==> src/rtl/idelay_tap_ctrl.sv <==
`default_nettype none
// ============================================================================
// Module   : idelay_tap_ctrl
// Purpose  : Tap sequencer for a bank of IDELAYE2 primitives in VARIABLE
//            mode. Accepts SET / INC / DEC / LOAD commands over a valid/ready
//            handshake and turns each one into spaced single-cycle CE/INC/LD
//            pulses on the addressed channel. It keeps a per-channel tap model
//            so callers can ask for absolute tap targets.
// Ports    : clk, rst (async, active high), rdy (IDELAYCTRL RDY)
//            req_valid/req_ready/req_cmd/req_chan/req_tap : command handshake
//            ce/inc/ld  : per-channel IDELAYE2 controls
//            tap_out    : packed tap model, channel k at [5k+4:5k]
//            busy/done/err : status (done and err are one-cycle pulses)
// Revision : 1.0 - initial release
// ============================================================================
module idelay_tap_ctrl #(
    parameter int CHANNELS  = 4,
    parameter int CHAN_BITS = 2,
    parameter int INIT_TAP  = 0,
    parameter int STEP_GAP  = 2
) (
    input  logic                    clk,
    input  logic                    rst,
    input  logic                    rdy,
    input  logic                    req_valid,
    output logic                    req_ready,
    input  logic [1:0]              req_cmd,
    input  logic [CHAN_BITS-1:0]    req_chan,
    input  logic [4:0]              req_tap,
    output logic [CHANNELS-1:0]     ce,
    output logic [CHANNELS-1:0]     inc,
    output logic [CHANNELS-1:0]     ld,
    output logic [5*CHANNELS-1:0]   tap_out,
    output logic                    busy,
    output logic                    done,
    output logic                    err
);

    localparam logic [2:0] S_IDLE = 3'd0;
    localparam logic [2:0] S_GAP  = 3'd1;
    localparam logic [2:0] S_STEP = 3'd2;
    localparam logic [2:0] S_LOAD = 3'd3;
    localparam logic [2:0] S_FIN  = 3'd4;

    localparam logic [1:0] CMD_SET  = 2'b00;
    localparam logic [1:0] CMD_INC  = 2'b01;
    localparam logic [1:0] CMD_DEC  = 2'b10;

    localparam logic [4:0]           C_INIT   = INIT_TAP[4:0];
    localparam logic [CHAN_BITS:0]   C_NCHAN  = (CHAN_BITS+1)'(CHANNELS);
    localparam int                   GAP_W    = (STEP_GAP > 2) ? $clog2(STEP_GAP) : 1;
    // A GAP visit lasts (reload + 1) cycles while rdy is high, so STEP_GAP-2
    // gives STEP_GAP cycles from one STEP to the next.
    localparam logic [GAP_W-1:0]     C_GAP_LD = GAP_W'((STEP_GAP >= 2) ? (STEP_GAP - 2) : 0);

    logic [2:0]             r_state;
    logic [2:0]             w_next_state;

    logic [CHAN_BITS-1:0]   r_chan;
    logic                   r_dir;
    logic                   r_is_load;
    logic [4:0]             r_remain;
    logic [GAP_W-1:0]       r_gap_cnt;
    logic [4:0]             r_tap [CHANNELS];

    logic                   r_req_ready;
    logic [CHANNELS-1:0]    r_ce;
    logic [CHANNELS-1:0]    r_inc;
    logic [CHANNELS-1:0]    r_ld;
    logic                   r_busy;
    logic                   r_done;
    logic                   r_err;

    logic                   w_accept;
    logic                   w_chan_ok;
    logic [4:0]             w_cur;
    logic [4:0]             w_delta;
    logic [4:0]             w_plan_n;
    logic                   w_plan_dir;
    logic                   w_plan_load;
    logic [CHANNELS-1:0]    w_sel;

    logic                   w_req_ready_nxt;
    logic [CHANNELS-1:0]    w_ce_nxt;
    logic [CHANNELS-1:0]    w_inc_nxt;
    logic [CHANNELS-1:0]    w_ld_nxt;
    logic                   w_busy_nxt;
    logic                   w_done_nxt;
    logic                   w_err_nxt;

    assign w_accept  = req_valid && r_req_ready && (r_state == S_IDLE);
    assign w_chan_ok = ({1'b0, req_chan} < C_NCHAN);

    // Current tap of the requested channel; out-of-range channels read INIT
    // but are never acted upon.
    always_comb begin
        w_cur = C_INIT;
        for (int k = 0; k < CHANNELS; k++) begin
            if (req_chan == CHAN_BITS'(k)) begin
                w_cur = r_tap[k];
            end
        end
    end

    // Step plan: shortest path around the 32-tap ring, ties go upward.
    always_comb begin
        w_delta     = req_tap - w_cur;
        w_plan_n    = 5'd0;
        w_plan_dir  = 1'b1;
        w_plan_load = 1'b0;
        case (req_cmd)
            CMD_SET: begin
                if (w_delta <= 5'd16) begin
                    w_plan_n = w_delta;
                end else begin
                    w_plan_n   = 5'd0 - w_delta;
                    w_plan_dir = 1'b0;
                end
            end
            CMD_INC: w_plan_n = 5'd1;
            CMD_DEC: begin
                w_plan_n   = 5'd1;
                w_plan_dir = 1'b0;
            end
            default: w_plan_load = 1'b1;
        endcase
    end

    always_comb begin
        w_sel = '0;
        for (int k = 0; k < CHANNELS; k++) begin
            w_sel[k] = (r_chan == CHAN_BITS'(k));
        end
    end

    // ---------------------------------------------------------------- FSM
    always_ff @(posedge clk or posedge rst) begin
        if (rst) begin
            r_state <= S_IDLE;
        end else begin
            r_state <= w_next_state;
        end
    end

    // GAP doubles as the settle cycle after acceptance and as the pause
    // state while rdy is low; the STEP and LOAD states coincide with the
    // cycles in which their pulses are visible on the outputs.
    always_comb begin
        w_next_state = r_state;
        case (r_state)
            S_IDLE: begin
                if (w_accept && w_chan_ok) begin
                    w_next_state = S_GAP;
                end
            end
            S_GAP: begin
                if (rdy && (r_gap_cnt == '0)) begin
                    if (r_is_load) begin
                        w_next_state = S_LOAD;
                    end else if (r_remain == 5'd0) begin
                        w_next_state = S_FIN;
                    end else begin
                        w_next_state = S_STEP;
                    end
                end
            end
            S_STEP: begin
                if (r_remain == 5'd0) begin
                    w_next_state = S_FIN;
                end else if ((STEP_GAP == 1) && rdy) begin
                    w_next_state = S_STEP;
                end else begin
                    w_next_state = S_GAP;
                end
            end
            S_LOAD:  w_next_state = S_FIN;
            S_FIN:   w_next_state = S_IDLE;
            default: w_next_state = S_IDLE;
        endcase
    end

    // Output values for the next cycle, derived from the next state so the
    // registered outputs line up with the state they belong to.
    always_comb begin
        w_ce_nxt        = (w_next_state == S_STEP) ? w_sel : '0;
        w_inc_nxt       = w_ce_nxt & {CHANNELS{r_dir}};
        w_ld_nxt        = (w_next_state == S_LOAD) ? w_sel : '0;
        w_busy_nxt      = (w_next_state != S_IDLE);
        w_done_nxt      = (w_next_state == S_FIN);
        w_err_nxt       = w_accept && !w_chan_ok;
        w_req_ready_nxt = (w_next_state == S_IDLE) && rdy && !w_accept;
    end

    always_ff @(posedge clk or posedge rst) begin
        if (rst) begin
            r_req_ready <= 1'b0;
            r_ce        <= '0;
            r_inc       <= '0;
            r_ld        <= '0;
            r_busy      <= 1'b0;
            r_done      <= 1'b0;
            r_err       <= 1'b0;
        end else begin
            r_req_ready <= w_req_ready_nxt;
            r_ce        <= w_ce_nxt;
            r_inc       <= w_inc_nxt;
            r_ld        <= w_ld_nxt;
            r_busy      <= w_busy_nxt;
            r_done      <= w_done_nxt;
            r_err       <= w_err_nxt;
        end
    end

    // ----------------------------------------------------------- datapath
    always_ff @(posedge clk or posedge rst) begin
        if (rst) begin
            r_chan    <= '0;
            r_dir     <= 1'b0;
            r_is_load <= 1'b0;
            r_remain  <= 5'd0;
            r_gap_cnt <= '0;
            for (int k = 0; k < CHANNELS; k++) begin
                r_tap[k] <= C_INIT;
            end
        end else begin
            if (w_accept && w_chan_ok) begin
                r_chan    <= req_chan;
                r_dir     <= w_plan_dir;
                r_is_load <= w_plan_load;
                r_remain  <= w_plan_n;
                r_gap_cnt <= '0;
            end

            if ((r_state == S_STEP) && (w_next_state == S_GAP)) begin
                r_gap_cnt <= C_GAP_LD;
            end else if ((r_state == S_GAP) && rdy && (r_gap_cnt != '0)) begin
                r_gap_cnt <= r_gap_cnt - GAP_W'(1);
            end

            if (w_next_state == S_STEP) begin
                r_remain <= r_remain - 5'd1;
            end

            // The model moves on the same edge that registers the pulse,
            // wrapping mod 32 like the IDELAYE2 tap counter.
            for (int k = 0; k < CHANNELS; k++) begin
                if (w_sel[k]) begin
                    if (w_next_state == S_STEP) begin
                        r_tap[k] <= r_dir ? (r_tap[k] + 5'd1) : (r_tap[k] - 5'd1);
                    end else if (w_next_state == S_LOAD) begin
                        r_tap[k] <= C_INIT;
                    end
                end
            end
        end
    end

    generate
        for (genvar g = 0; g < CHANNELS; g++) begin : g_tap_out
            assign tap_out[5*g +: 5] = r_tap[g];
        end
    endgenerate

    assign req_ready = r_req_ready;
    assign ce        = r_ce;
    assign inc       = r_inc;
    assign ld        = r_ld;
    assign busy      = r_busy;
    assign done      = r_done;
    assign err       = r_err;

endmodule
`default_nettype wire

==> config.mk <==
export PLATFORM = sky130hd
export DESIGN_NAME = idelay_tap_ctrl
export DESIGN_NICKNAME = d
export VERILOG_FILES = /design/src/rtl/idelay_tap_ctrl.sv
export SDC_FILE = /design/constraint.sdc
export NUM_CORES = 1
export LEC_CHECK = 0
export CAP_MARGIN = 15
export CORE_ASPECT_RATIO = 1.1
export CORE_UTILIZATION = 36
export DETAILED_ROUTE_END_ITERATION = 10
export GPL_ROUTABILITY_DRIVEN = 0
export PLACE_DENSITY_LB_ADDON = 0.25
export SLEW_MARGIN = 20
export SYNTH_ARGS = -nofsm -noshare
export SYNTH_HDL_FRONTEND = slang
export SYNTH_SLANG_ARGS = --single-unit
==> constraint.sdc <==
create_clock -name clk -period 2.8 [get_ports clk]
set_input_delay 0.56 -clock clk [delete_from_list [all_inputs] [get_ports clk]]
set_output_delay 0.56 -clock clk [all_outputs]
set_load 0.03 [all_outputs]
==> metrics, run 1 <==
asr flop ratio synth 1.000; TNS Setup 0 ps; crit-path max cell delay 500 ps; CTS tree built; GR Util met3 0.03173; Die H 96.04 um; antenna cells 0; critical path, cell by cell mux4_2 > ha_2 > fa_2 > nand2b_1 > o2bb2ai_1 > xnor3_1 > a31oi_1 > mux2i_1 > mux2i_1; maximum fanout along the worst path 4; post-synth top area cell dfrtp_1; Crit Path Category reg2reg; sequential fraction of the synthesis area 0.4150; final core occ 0.4940; pre-CTS WS -585.1 ps; Die Footprint approximately 8400 um^2; Hold Path Class in2async; Critical Path Start tap_out[15]; ANT nets after route 0; crit start category flip-flop; std cell rows 33; critical path required time 2980 ps; Hold Slack 430.3 ps; fin cells 457; M1 GR Usage 0.2329; number of cells after detailed placement 449; Total GRT Usage 0.1793; CP arrival 2790 ps; count of unique library cells instantiated by Yosys 49; Hold Buf Count CTS 0; CP Capture Type flip-flop; layout cells sized above 1 0.1648; detailed-route via count 2299; synth cell count leaders 48 x dfrtp_1, 28 x inv_1, 22 x ha_1, 22 x nor2_1, 20 x nand2_1; crit share post-route 0.9305; Synth Flop Type dfrtp_1; Peak Freq around 380 MHz; average size of a mapped cell 10.37 um^2; Setup WS post-layout 194.6 ps; Final min period 2605 ps; post-cts resize count 3; vias in the first global route 2287; Worst Skew 10.71 ps; Cells after Synth 279; status complete, no violations; Synth warnings 0; Worst-Skew Late Latency 300 ps; post-synthesis cell area just under 3000 um^2; I/O pin count 49; GRT met2 Usage 0.3001; HPWL after DPL 5228 um; total gr overflow 0; # setup viols final 0; Filler Cell Count 707; number of synthesized flops with an enable pin 0; Synth-to-Final Area Change 30.39%; Yosys reg bits 48; # Post-CTS Setup Buffers 0; drt wl/cell between 15 and 20 um; RSZ-0062 raised after global routing false; # DRC 0; Pins Over Slew Limit 0; Sink Count 48; maxcap violations 0; first-pass GRT wire length 11270 um; Vias/cell 5.031; largest net degree at the start of global routing 28; CP dominant cell by count mux2i_1; Power Dens Cells ~1100 nW/um^2; Clock Tree Root clkbuf_8; cell at the slowest stage of the critical path mux4_2; core area between 7000 and 8000 um^2; final hold vios 0; syn_nets approximately 320; Routed WL 6875 um; Clock Tree Buf Depth 2; Iter 0 DRT Violations between 50 and 60; port bufs 47; P_leak 1.745 nW; layout net count 391; H-tree depth 2; Reg-to-Reg Start tap_out[15]; initial core utilization 0.3789; dominant cells by area after synthesis dfrtp_1 42%, ha_1 9.5%, mux4_2 3.9%; chip width between 80 and 90 um; 1st-pass router iterations 4; most used standard cell by instance count after synthesis dfrtp_1; initial antenna violation count 0; GRT Max-Usage Layer met2; Synth top area share 0.4150; clock slew at reported path FFs ~100 ps; CTS Buf Count 5; peak supply drop 0.0005507 V
==> routing by layer <==
layer  up-vias  routed length, um  share of wire
met5         -                  0              0
met4         0                125          0.018
met3        11                211          0.031
met2        43               3407           0.50
met1      1139               3130           0.46
li1       1106                  -              -
==> path summary, 6_finish.rpt <==
kind                          endpoint  slack [ps]  depth (start not counted)
min reg2reg                r_remain[1]         530                          2
max in group asynchronous   tap_out[8]        1830                          3
min in group clk           r_remain[1]         530                          2
max reg2reg                r_remain[3]         190                          9
max                        r_remain[3]         190                          9
min                              ld[0]         430                          2
==> critical path, delay by kind of cell (launching register included) <==
family,cells,cell delay (ps)
AOI/OAI and AO/OA,2,320
DFF,1,450
and+or+nand+nor,1,140
xor gates and xnor gates,1,230
muxes,3,810
adders and majority gates,2,530
==> cells in the final DEF (no fill, tap or decap), types with 8 or more instances in the layout <==
cell type,n
a21oi_1,16
buf_4,28
clkdlybuf4s50_1,45
dfrtp_1,48
ha_1,21
inv_1,27
nand2_1,20
nor2_1,22
nor2b_1,8
o31ai_1,10
==> layout make-up <==
type,instances,area [um^2],area share
Inverter,29,108.9,0.02885
Timing Repair Buffer,76,694.4,0.1840
Clock inverter,2,13.76,0.003647
Clock buffer,6,82.58,0.02188
Multi-Input combinational cell,191,1541,0.4085
Tap cell,105,131.4,0.03481
Sequential cell,48,1201,0.3183
==> power by group <==
part / switching, W / total, W / internal, W
Combinational: 0.00145 / 0.00271 / 0.00127
Sequential: 0.000242 / 0.00116 / 0.000917
Clock: 0.000240 / 0.000442 / 0.000202
Total: 0.00193 / 0.00431 / 0.00239
==> state kept, by name, summed over array words and instances (netlist names) <==
register   count
r_state        3
ld             4
ce             4
done           1
r_chan         2
r_is_load      1
req_ready      1
r_remain       5
r_dir          1
inc            4
r_gap_cnt      1
tap_out       20
busy           1
==> per-stage QoR <==
stage	area [um^2]	total power, W
6_report	3774	0.004314
5_1_grt	3774	0.004676
4_1_cts	3777	0.004358
3_5_place_dp	3680	0.003894
3_3_place_gp	3680	0.003833
2_1_floorplan	2902	0.002904
==> kinds of logic (layout without fill, tap and decap cells) <==
group,after synthesis,count (layout),synth area share
simple gates,79,79,0.1427
compound gates,56,56,0.1358
flops,48,48,0.4150
buf+inv,40,113,0.05534
fa+ha+maj,27,27,0.1297
xor+xnor,14,14,0.04712
mux,14,14,0.07307
other cells,1,1,0.001296
Note: power is estimated with default switching activity, not from simulation.
==> run 2: changes to the inputs <==
--- a/config.mk
+++ b/config.mk
@@ -6,12 +6,13 @@
 export NUM_CORES = 1
 export LEC_CHECK = 0
 export CAP_MARGIN = 15
+export CELL_PAD_IN_SITES_DETAIL_PLACEMENT = 1
+export CELL_PAD_IN_SITES_GLOBAL_PLACEMENT = 2
 export CORE_ASPECT_RATIO = 1.1
-export CORE_UTILIZATION = 36
+export CORE_UTILIZATION = 34
 export DETAILED_ROUTE_END_ITERATION = 10
 export GPL_ROUTABILITY_DRIVEN = 0
 export PLACE_DENSITY_LB_ADDON = 0.25
-export SLEW_MARGIN = 20
 export SYNTH_ARGS = -nofsm -noshare
 export SYNTH_HDL_FRONTEND = slang
 export SYNTH_SLANG_ARGS = --single-unit
==> run 2 against run 1 <==
Design area rose by 1.7%. First-iteration DRC count fell by 11%. Critical path depth did not move. Clock skew fell by 0.76 ps. Die area rose by 5.8%. Sequential cell count did not move. Cell count rose by 0.88%. Worst hold slack improved by 110 ps. Combinational power rose by 3%. Clock power rose by 40%. Sequential share of layout area fell by 0.53 points.
==> metrics, run 2 (same netlist as run 1, synthesis figures left out) <==
Synth-to-Final Area Change 32.60%; initial antenna violation count 0 (unchanged); total gr overflow 0 (unchanged); chip width 89.97 um (+2.8%); I/O pin count 49 (unchanged); crit start category flip-flop; commonest non-fill, non-tap cell in the layout dfrtp_1; 1st-pass router iterations 4 (unchanged); Hold Path Class reg2reg; maximum fanout along the worst path 5 (+1); Crit Path Category reg2reg; CP arrival 2770 ps (-20 ps); HPWL after DPL 6199 um (+19%); Routed WL 7961 um (+16%); largest net degree at the start of global routing 26 (-7.1%); Clock Tree Buf Depth 2 (unchanged); CP Capture Type flip-flop; final hold vios 0 (unchanged); H-tree depth 2 (unchanged); antenna cells 0 (unchanged); CTS Buf Count 5 (unchanged); Pins Over Slew Limit 0 (unchanged); P_leak 1.777 nW (+1.8%); pre-CTS WS -539.0 ps (+46.10 ps); detailed-route via count 2351 (+2.3%); Iter 0 DRT Violations 47 (-11%); critical path, cell by cell mux4_2 > ha_2 > fa_2 > nand2b_1 > o2bb2ai_1 > xnor3_2 > a31oi_2 > mux2i_1 > mux2i_1; Largest register FFs 20 (unchanged); peak supply drop 0.0006645 V (+21%); CP dominant cell by count mux2i_1; max_slew headroom 0.6120; clock slew at reported path FFs 100 ps (about the same); first-pass GRT wire length 13280 um (+18%); drt wl/cell 17.27 um (+15%); Power Dens Cells 1193 nW/um^2 (+4.3%); Worst Skew 9.947 ps (-0.7648 ps); cell at the slowest stage of the critical path mux4_2; crit share post-route 0.9198 (-0.01067); port bufs 47 (unchanged); layout cells sized above 1 0.1728 (+0.008032); ANT nets after route 0 (unchanged); Die H 98.77 um (+2.8%); initial core utilization 0.3580 (-0.02082); status complete, no violations; delay-heaviest family, CP multiplexers; Clock Tree Root clkbuf_8; Peak Freq 388.3 MHz (+1.2%); Worst-Skew Late Latency 310 ps (about the same); std cell rows 34 (+3.0%); commonest non-fill, non-tap cells in the layout 48 x dfrtp_1, 45 x clkdlybuf4s50_1, 29 x buf_4, 27 x inv_1, 22 x nor2_1; maxcap violations 0 (unchanged); vias in the first global route 2604 (+14%); core area 8083 um^2 (+5.8%); # setup viols final 0 (unchanged); Die Footprint 8885 um^2 (+5.8%); # Post-CTS Setup Buffers 0 (unchanged); # DRC 0 (unchanged); Buf+Inv Stages, Crit Path 0 (unchanged); Slew @ Worst Pin 581.1 ps; Vias/cell 5.100 (+1.4%); RSZ-0062 raised after global routing false; Total GRT Usage 0.1916 (+0.01233); final core occ 0.4748 (-0.01925); Setup WS post-layout 224.5 ps (+29.88 ps); CTS tree built; Sink Count 48 (unchanged); Final min period 2576 ps (-29.88 ps); crit-path max cell delay 480 ps (-20 ps); critical path required time 2990 ps (about the same); layout net count 392 (+0.26%)
run 2: worst paths after layout:
kind                                  start          end  slack [ps]  cells past startpoint
worst max-delay path            tap_out[10]  r_remain[3]         220                      9
worst min-delay path             r_state[2]         done         540                      1
worst max register to register  tap_out[10]  r_remain[3]         220                      9
worst min register to register   r_state[2]         done         540                      1
max in group asynchronous               rst  r_remain[1]        1620                      3
min in group asynchronous               rst        ce[3]         630                      2
run 2: power by group:
group | switching [W] | internal [W] | total, W
logic | 0.00150 | 0.00129 | 0.00279
clock network | 0.000260 | 0.000360 | 0.000620
registers | 0.000255 | 0.000916 | 0.00117
total | 0.00201 | 0.00256 | 0.00458
run 2: timing repair:
action / in CTS / in global routing
endpoints found under the setup margin: 5 / 4
gates resized for setup: 4 / 4
pin swaps: 0 / 1
hold buffers: 0 / 0
run 2: stage by stage:
stage | hold slack (ps) | power, W | setup TNS [ps] | cell area, um^2 | cells
after floorplan | 472.5 | 0.002904 | 0 | 2902 | 279
after global placement | 516.2 | 0.003870 | -2165 | 3691 | 453
after detailed placement | 517.9 | 0.003971 | -2500 | 3691 | 453
after CTS | 532.2 | 0.004636 | 0 | 3839 | 461
after global routing | 564.0 | 0.004932 | 0 | 3837 | 461
final | 536.9 | 0.004578 | 0 | 3837 | 461
run 2: per-layer routing:
| layer | GRT usage | part of all wire | vias to the layer above | routed length (um) |
|---|---|---|---|---|
| met3 | 0.02932 | 0.026 | 5 | 208 |
| met2 | 0.3550 | 0.52 | 35 | 4165 |
| met4 | 0.03846 | 0.0059 | 0 | 47 |
| met1 | 0.2366 | 0.44 | 1195 | 3539 |
| li1 | - | - | 1116 | - |
| met5 | 0 | 0 | - | 0 |
run 2: layout make-up:
type,instances,area [um^2]
clock buffer,5,68.82
clock inverter,3,68.82
fill,930,4245
inverter,29,108.9
multi-input combinational,191,1549
sequential,48,1201
tap,108,135.1
timing repair buffer,77,705.7
==> run 3: changes to the inputs <==
==> constraint.sdc (replaced) <==
create_clock -name clk -period 2.8 [get_ports clk]
set_input_delay 0.56 -clock clk [delete_from_list [all_inputs] [get_ports clk]]
set_output_delay 0.56 -clock clk [all_outputs]
set_load 0.01 [all_outputs]
==> results of run 3 <==
The final DEF is identical to that of run 2. Status: complete, no violations.
Among the figures that moved: total power 0.004578 W -> 0.004342 W; worst IR drop on VDD 0.0006645 V -> 0.0005466 V
